`src/rtl/pdm_word_pwm_out.sv`:
```
// pdm_word_pwm_out: 16-slot PWM audio output with amplifier power sequencing.
// Each frame of WORD_W clocks latches popcount(audDATA) as the duty and drives
// AUD_PWM high for the first duty slots of the next frame while the FSM is in RUN.
// Ports: clk_2MHz clock; btnRST async active-high reset; audDATA density word;
//   enable output request (sampled at frame end); AUD_PWM/AUD_SD registered
//   outputs; frame_strobe marks the last slot; duty_q current duty; active in RUN.
// Optional feature macro PWM_SOFT_MUTE_EN adds a RAMP state that fades the duty
// down one step per frame before shutting the amplifier off.
module pdm_word_pwm_out #(
  parameter int WORD_W      = 16,
  parameter int WARM_FRAMES = 4
) (
  input  logic                           clk_2MHz,
  input  logic                           btnRST,
  input  logic [WORD_W-1:0]              audDATA,
  input  logic                           enable,
  output logic                           AUD_PWM,
  output logic                           AUD_SD,
  output logic                           frame_strobe,
  output logic [$clog2(WORD_W+1)-1:0]    duty_q,
  output logic                           active
);
  localparam int SW = $clog2(WORD_W);
  localparam int DW = $clog2(WORD_W + 1);
  localparam int CW = (WARM_FRAMES > 1) ? $clog2(WARM_FRAMES) : 1;
  typedef enum logic [1:0] {OFF, WARM, RUN, RAMP} state_t;
  state_t          state_q, state_d;
  logic [SW-1:0]   slot_q, slot_d;
  logic [DW-1:0]   raw_q, raw_d, pc, eff_d;
  logic [CW-1:0]   cnt_q, cnt_d;
  logic            pwm_q, pwm_d, sd_q, sd_d, fe;
`ifdef PWM_SOFT_MUTE_EN
  logic [DW-1:0]   lim_q, lim_d;
`endif
  always_comb begin
    pc = '0;
    for (int i = 0; i < WORD_W; i++) pc = pc + DW'(audDATA[i]);
  end
  always_comb begin
    fe      = slot_q == SW'(WORD_W - 1);
    slot_d  = slot_q + 1'b1;
    raw_d   = fe ? pc : raw_q;
    state_d = state_q;
    cnt_d   = cnt_q;
`ifdef PWM_SOFT_MUTE_EN
    lim_d   = lim_q;
`endif
    if (fe) begin
      case (state_q)
        OFF: if (enable) begin
          state_d = WARM;
          cnt_d   = '0;
        end
        WARM: if (!enable) state_d = OFF;
          else if (cnt_q == CW'(WARM_FRAMES - 1)) state_d = RUN;
          else cnt_d = cnt_q + 1'b1;
`ifdef PWM_SOFT_MUTE_EN
        RUN: if (!enable) begin
          state_d = RAMP;
          lim_d   = DW'(WORD_W);
        end
        RAMP: if (enable) state_d = RUN;
          else if (lim_q == DW'(1)) begin
            state_d = OFF;
            lim_d   = '0;
          end else lim_d = lim_q - 1'b1;
`else
        RUN: if (!enable) state_d = OFF;
`endif
        default: state_d = OFF;
      endcase
    end
    // PWM is derived from next-state values so the registered output lines up
    // with the slot that the counter is about to enter.
`ifdef PWM_SOFT_MUTE_EN
    eff_d = (state_d == RAMP && lim_d < raw_d) ? lim_d : raw_d;
`else
    eff_d = raw_d;
`endif
    pwm_d = (state_d == RUN || state_d == RAMP) && (DW'(slot_d) < eff_d);
    sd_d  = state_d != OFF;
  end
  always_ff @(posedge clk_2MHz or posedge btnRST) begin
    if (btnRST) begin
      state_q <= OFF;
      slot_q  <= '0;
      raw_q   <= '0;
      cnt_q   <= '0;
      pwm_q   <= 1'b0;
      sd_q    <= 1'b0;
`ifdef PWM_SOFT_MUTE_EN
      lim_q   <= '0;
`endif
    end else begin
      state_q <= state_d;
      slot_q  <= slot_d;
      raw_q   <= raw_d;
      cnt_q   <= cnt_d;
      pwm_q   <= pwm_d;
      sd_q    <= sd_d;
`ifdef PWM_SOFT_MUTE_EN
      lim_q   <= lim_d;
`endif
    end
  end
  always_comb begin
`ifdef PWM_SOFT_MUTE_EN
    duty_q = (state_q == RAMP && lim_q < raw_q) ? lim_q : raw_q;
`else
    duty_q = raw_q;
`endif
    AUD_PWM      = pwm_q;
    AUD_SD       = sd_q;
    frame_strobe = fe;
    active       = state_q == RUN || state_q == RAMP;
  end
endmodule

```
`config.mk`:
```
export PLATFORM = sky130hd
export DESIGN_NAME = pdm_word_pwm_out
export DESIGN_NICKNAME = d
export VERILOG_FILES = /design/src/rtl/pdm_word_pwm_out.sv
export SDC_FILE = /design/constraint.sdc
export NUM_CORES = 1
export LEC_CHECK = 0
export ABC_AREA = 0
export CAP_MARGIN = 10
export CORE_AREA = 2 2 50 52
export DETAILED_ROUTE_END_ITERATION = 10
export DIE_AREA = 0 0 52 54
export PLACE_DENSITY = 0.9
export SYNTH_ARGS = -nofsm -noshare
export SYNTH_HDL_FRONTEND = slang
export SYNTH_SLANG_ARGS = --single-unit
```
`constraint.sdc`:
```
create_clock -name clk_2MHz -period 4.1 [get_ports clk_2MHz]
set_input_delay 0.82 -clock clk_2MHz [delete_from_list [all_inputs] [get_ports clk_2MHz]]
set_output_delay 0.82 -clock clk_2MHz [all_outputs]
set_load 0.05 [all_outputs]
```
* Word-level counts from Yosys, hierarchy flattened *
Index checks and enable logic that the tools add are counted.

cells by class
  add/sub/neg operators = 17
  magnitude comparators = 1
  eq/ne operators = 10
  multiplexer cells = 11
  reductions and logical operators = 7

operator list
  operator                                       number
  adder 5 x 1 -> 5 bit                           11
  two-way mux 2 bit                              8
  == test 2 bit, second input constant           5
  != test 2 bit, second input constant           3
  case mux 2 bit (3 select lines)                1
  adder 4 x 1 -> 5 bit                           1
  < comparator 4 x 5 -> 1 bit                    1
  two-way mux 5 bit                              1
  AND reduction 5 bit                            1
  adder 3 x 1 -> 4 bit                           1
  adder 4 x 1 -> 4 bit, second input constant    1
  == test 4 bit, second input constant           1
  case mux 2 bit (2 select lines)                1
  nonzero test 2 bit                             2
  adder 2 x 1 -> 3 bit                           1
  adder 1 x 1 -> 2 bit                           1
  adder 2 x 1 -> 2 bit, second input constant    1
  == test 2 x 1 -> 1 bit, second input constant  1
  logical NOT 2 bit                              1
  logical OR 1 bit                               2
  logical AND 1 bit                              1

word-level totals
  register bits = 15
  input bits = 19
  output and inout bits = 9
  logic and storage cells = 52

* Depth between registers and ports, before layout *
Gate-level depths: netlist (run 1).

  depth after elaboration = 18
  depth in mapped cells = 17
  mapped depth without buffers = 17

* Least setup slack after synthesis (run 1) *
OpenSTA, ideal clock, no wires.

  path kind = input -> register
  start = input audDATA[0]
  end = register pwm_q, in the netlist AUD_PWM
  library setup time = 0.065 ns
  arrival time = 4.611 ns
  required time = 4.035 ns
  slack = -0.576 ns
  cell stages on the path = 17
  buffers on the path = 0
  path through = inv_1 > fa_1 > fa_1 > fa_1 > fa_1 > inv_1 > ha_1 > inv_1 > fa_1 > xor2_1 > o21ai_0 > inv_1 > ha_1 > nor4bb_1 > mux2i_1 > a31oi_1 > o21a_1

on the way
  word-level cells in the longest chain between the ends = 18

RTL lines
  what                                 RTL line  source
  start, declared                      15        input logic [WORD_W-1:0] audDATA,
  adder 1 x 1 -> 2 bit                 37        for (int i = 0; i < WORD_W; i++) pc = pc + DW'(audDATA[i]);
  adder 2 x 1 -> 3 bit                 37
  adder 3 x 1 -> 4 bit                 37
  adder 4 x 1 -> 5 bit                 37
  adder 5 x 1 -> 5 bit (11 in series)  37
  two-way mux 5 bit                    42        raw_d = fe ? pc : raw_q;
  via eff_d[2]                         29        logic [DW-1:0] raw_q, raw_d, pc, eff_d;
  < comparator 4 x 5 -> 1 bit          80        pwm_d = (state_d == RUN || state_d == RAMP) && (DW'(slot_d) < eff_d);
  logical AND 1 bit                    80
  via pwm_d                            31        logic pwm_q, pwm_d, sd_q, sd_d, fe;
  end signal, assigned                 99        pwm_q <= pwm_d;
  end, declared                        31

The timed path passes the listed nets, and every way through them passes these cells.
A chain may end at the register's enable or synchronous reset.

* Worst setup path after layout (run 1) *
  start = input audDATA[11]
  end = register pwm_q, in the netlist AUD_PWM

on the way
  word-level cells in the longest chain between the ends = 8

RTL lines
  what                                RTL line
  adder 5 x 1 -> 5 bit (5 in series)  37
  two-way mux 5 bit                   42
  via eff_d[2]                        29
  < comparator 4 x 5 -> 1 bit         80
  logical AND 1 bit                   80
  via pwm_d                           31

The timed path passes the listed nets, and every way through them passes these cells.

==> summary.txt, run 1 <==
Synth
  – Synth Cell Area: 1124 µm²
  – EDFF count, synth: 0
  – Avg Cell Area, Syn: 10.21 µm²
  – Unique masters post-synth: 30
  – Synth Warn #: 0
  – Synth async-reset ratio: 100.0%
  – Post-synthesis register bit count: 15
  – Seq/Total Area, Yosys: 33.41%
  – Syn nets: 149
  – Gate Count Post-Synth: 110
  – Post-synth top flop: dfrtp_1

Clock tree
  – Clock-pin slew of the registers on the worst-case setup and hold paths: 0.08 ns
  – CTS root buffer: clkbuf_4
  – Inserted Clock Buffers: 3
  – Clk_lat worst skew: 0.28 ns
  – Num Clock Sinks: 15
  – Max clock buf depth: 2
  – CTS tree: built
  – # H-tree levels: 1

Layout
  – Layout net count: 180
  – Non-Filler Instances: 170
  – Area grow syn2layout: 29.29%
  – Antenna diode count: 0
  – Share of cells above drive strength 1: 20.71%
  – Post-layout instance area: 1453 µm²
  – Commonest non-fill, non-tap cell in the layout: inv_1
  – Most frequent cells in the layout: inv_1 (23), clkdlybuf4s50_1 (18), dfrtp_1 (15)
  – Fin util: 62.62%

Power
  – Worst IR Drop VDD: 0.2920 mV
  – Pleak: 0.0007355 µW
  – PD cells: 492.1 nW/µm²

Global route
  – Initial antenna violation count: 0
  – Largest net degree at the start of global routing: 16
  – Vias in the first global route: 856
  – Remaining Overflow, GRT: 0
  – Global-route wire length before repair: 3.450 mm
  – GR Util All Layers: 16.58%

Timing
  – Setup slack after layout: -0.4258 ns
  – Setup TNS: -0.4258 ns
  – Period utilization: 110.4%
  – Max Freq: 0.2210 GHz
  – Fin crit period: 4.526 ns
  – Worst Tran Pin Value: 0.5446 ns
  – Setup Viol. Count Final: 1
  – Slew Limit Headroom: 63.66%
  – Final Hold Fails: 0
  – RSZ-0062 raised after global routing: yes
  – Post-Route Skew: 0.001939 ns
  – Max-slew violations: 0

Outcome
  – Status: finished, violations left
  – Failing checks: negative setup slack

Critical path
  – Critical path arrival: 4.75 ns
  – Crit Path Max Fanout: 3
  – Crit start category: primary input
  – Worst setup EP type: flop
  – WP data required: 4.32 ns
  – Critical path type: primary input to flop

Flow run
  – Max-Cap Viols: 0

Detailed routing
  – # DRC: 0
  – Starting DRC count in detailed routing: 3
  – WL per Instance: 11.44 µm
  – Vias per cell: 4.776
  – Antenna viol nets, final: 0
  – Final WL: 1.945 mm
  – DR vias: 812
  – Drt first pass iters: 4

Placed design
  – Post-Place Cells: 165
  – Port bufs: 27
  – GPL Wtd Cong: 0.7338
  – DP Area: 1424 µm²
  – DP HPWL: 1.663 mm

Floorplanning
  – Chip width: 52 µm
  – I/O pin count: 28
  – Height of the die: 54 µm
  – Core ar.: 2320 µm²
  – Initial core utilization: 48.44%
  – Row count: 18
  – Die area: 2808 µm²

Hold path
  – Hold WC Path Type: flop to flop
==> metal layers <==
metal	vias to the layer above	track usage, %	wire (µm)
li1	406	-	-
met1	386	19.93	786
met4	0	2.632	0
met3	0	3.333	97
met5	-	0	0
met2	20	31.01	1062
==> synthesized netlist by cell type (3+ instances only) <==
library cell | count | share of area, %
ha_1 | 10 | 11
nand2b_1 | 3 | 1.7
dfrtp_1 | 15 | 33
nand2_1 | 7 | 2.3
o21ai_0 | 5 | 2.2
fa_1 | 10 | 18
inv_1 | 29 | 9.7
==> logic make-up after synthesis <==
group                      share of synthesized area [%]
AOI/OAI and AO/OA                                  8.685
DFF                                                33.41
xor gates and xnor gates                           3.119
buffers and inverters                              11.36
and+or+nand+nor                                    10.69
adders and majority gates                          28.95
muxes                                              3.786
==> cell type report <==
cell class / count / area, µm²
timing repair buffer: 28 / 257.7
fill: 197 / 867.1
sequential: 15 / 375.4
multi-input combinational: 63 / 643.1
tap: 30 / 37.54
clock buffer: 4 / 26.28
inverter: 30 / 112.6
==> power breakdown <==
group | total [µW] | internal (µW) | leakage, µW | switching [µW]
Combinational | 444 | 198 | 0.000532 | 247
Sequential | 190 | 174 | 0.000188 | 16.1
Clock | 80.5 | 37.7 | 0.0000150 | 42.8
Total | 715 | 409 | 0.000736 | 306
==> repair_timing <==
item                       in CTS  in global routing
hold buffers                    0                  0
setup endpoints to repair       4                  1
gates resized for setup        31                  9
buffers inserted                1                  0
pin swaps                      13                 13
==> final timing paths <==
| path | start | to | slack [ns] | depth (start not counted) |
|---|---|---|---|---|
| worst max-delay path | audDATA[11] | AUD_PWM$_DFF_PP0_ | -0.43 | 18 |
| worst min-delay path | slot_q[0]$_DFF_PP0_ | slot_q[0]$_DFF_PP0_ | 0.49 | 1 |
| worst max register to register | slot_q[0]$_DFF_PP0_ | AUD_PWM$_DFF_PP0_ | 2.02 | 8 |
| worst min register to register | slot_q[0]$_DFF_PP0_ | slot_q[0]$_DFF_PP0_ | 0.49 | 1 |
| max in group asynchronous | btnRST | duty_q[4]$_DFF_PP0_ | 2.86 | 2 |
| min in group asynchronous | btnRST | AUD_PWM$_DFF_PP0_ | 0.88 | 2 |
==> worst max-delay path, cell delays in order <==
cell	delay, ns
buf_6	0.07
inv_2	0.03
fa_1	0.55
fa_1	0.44
fa_1	0.54
fa_1	0.42
inv_1	0.07
ha_2	0.18
inv_2	0.04
fa_2	0.34
xor2_1	0.15
o21ai_1	0.16
inv_1	0.07
ha_2	0.20
nor4bb_2	0.26
mux2i_1	0.10
a31oi_1	0.17
o21a_1	0.13
==> per-stage QoR <==
| stage | hold WS (ns) | total power [µW] | worst slack (ns) |
|---|---|---|---|
| after detailed placement | 0.4894 | 625.2 | -1.181 |
| final | 0.4911 | 714.8 | -0.4258 |
| after floorplan | 0.4488 | 496.5 | -0.4207 |
| after CTS | 0.5023 | 714.9 | -0.5960 |
| after global placement | 0.4789 | 600.3 | -0.9883 |
| after global routing | 0.5258 | 776.3 | -0.6366 |
==> state kept, by name (all words and copies together), names as in the netlist <==
| register | cells |
|---|---|
| duty_q | 5 |
| AUD_PWM | 1 |
| AUD_SD | 1 |
| state_q | 2 |
| cnt_q | 2 |
| slot_q | 4 |
(Power assumes the default switching activity.)
==> inputs of run 2 (changes only) <==
--- a/config.mk
+++ b/config.mk
@@ -10,7 +10,9 @@
 export CORE_AREA = 2 2 50 52
 export DETAILED_ROUTE_END_ITERATION = 10
 export DIE_AREA = 0 0 52 54
+export GPL_ROUTABILITY_DRIVEN = 1
 export PLACE_DENSITY = 0.9
+export SLEW_MARGIN = 40
 export SYNTH_ARGS = -nofsm -noshare
 export SYNTH_HDL_FRONTEND = slang
 export SYNTH_SLANG_ARGS = --single-unit
==> results of run 2 <==
No change in the layout: final DEF, timing and power equal those of run 1.
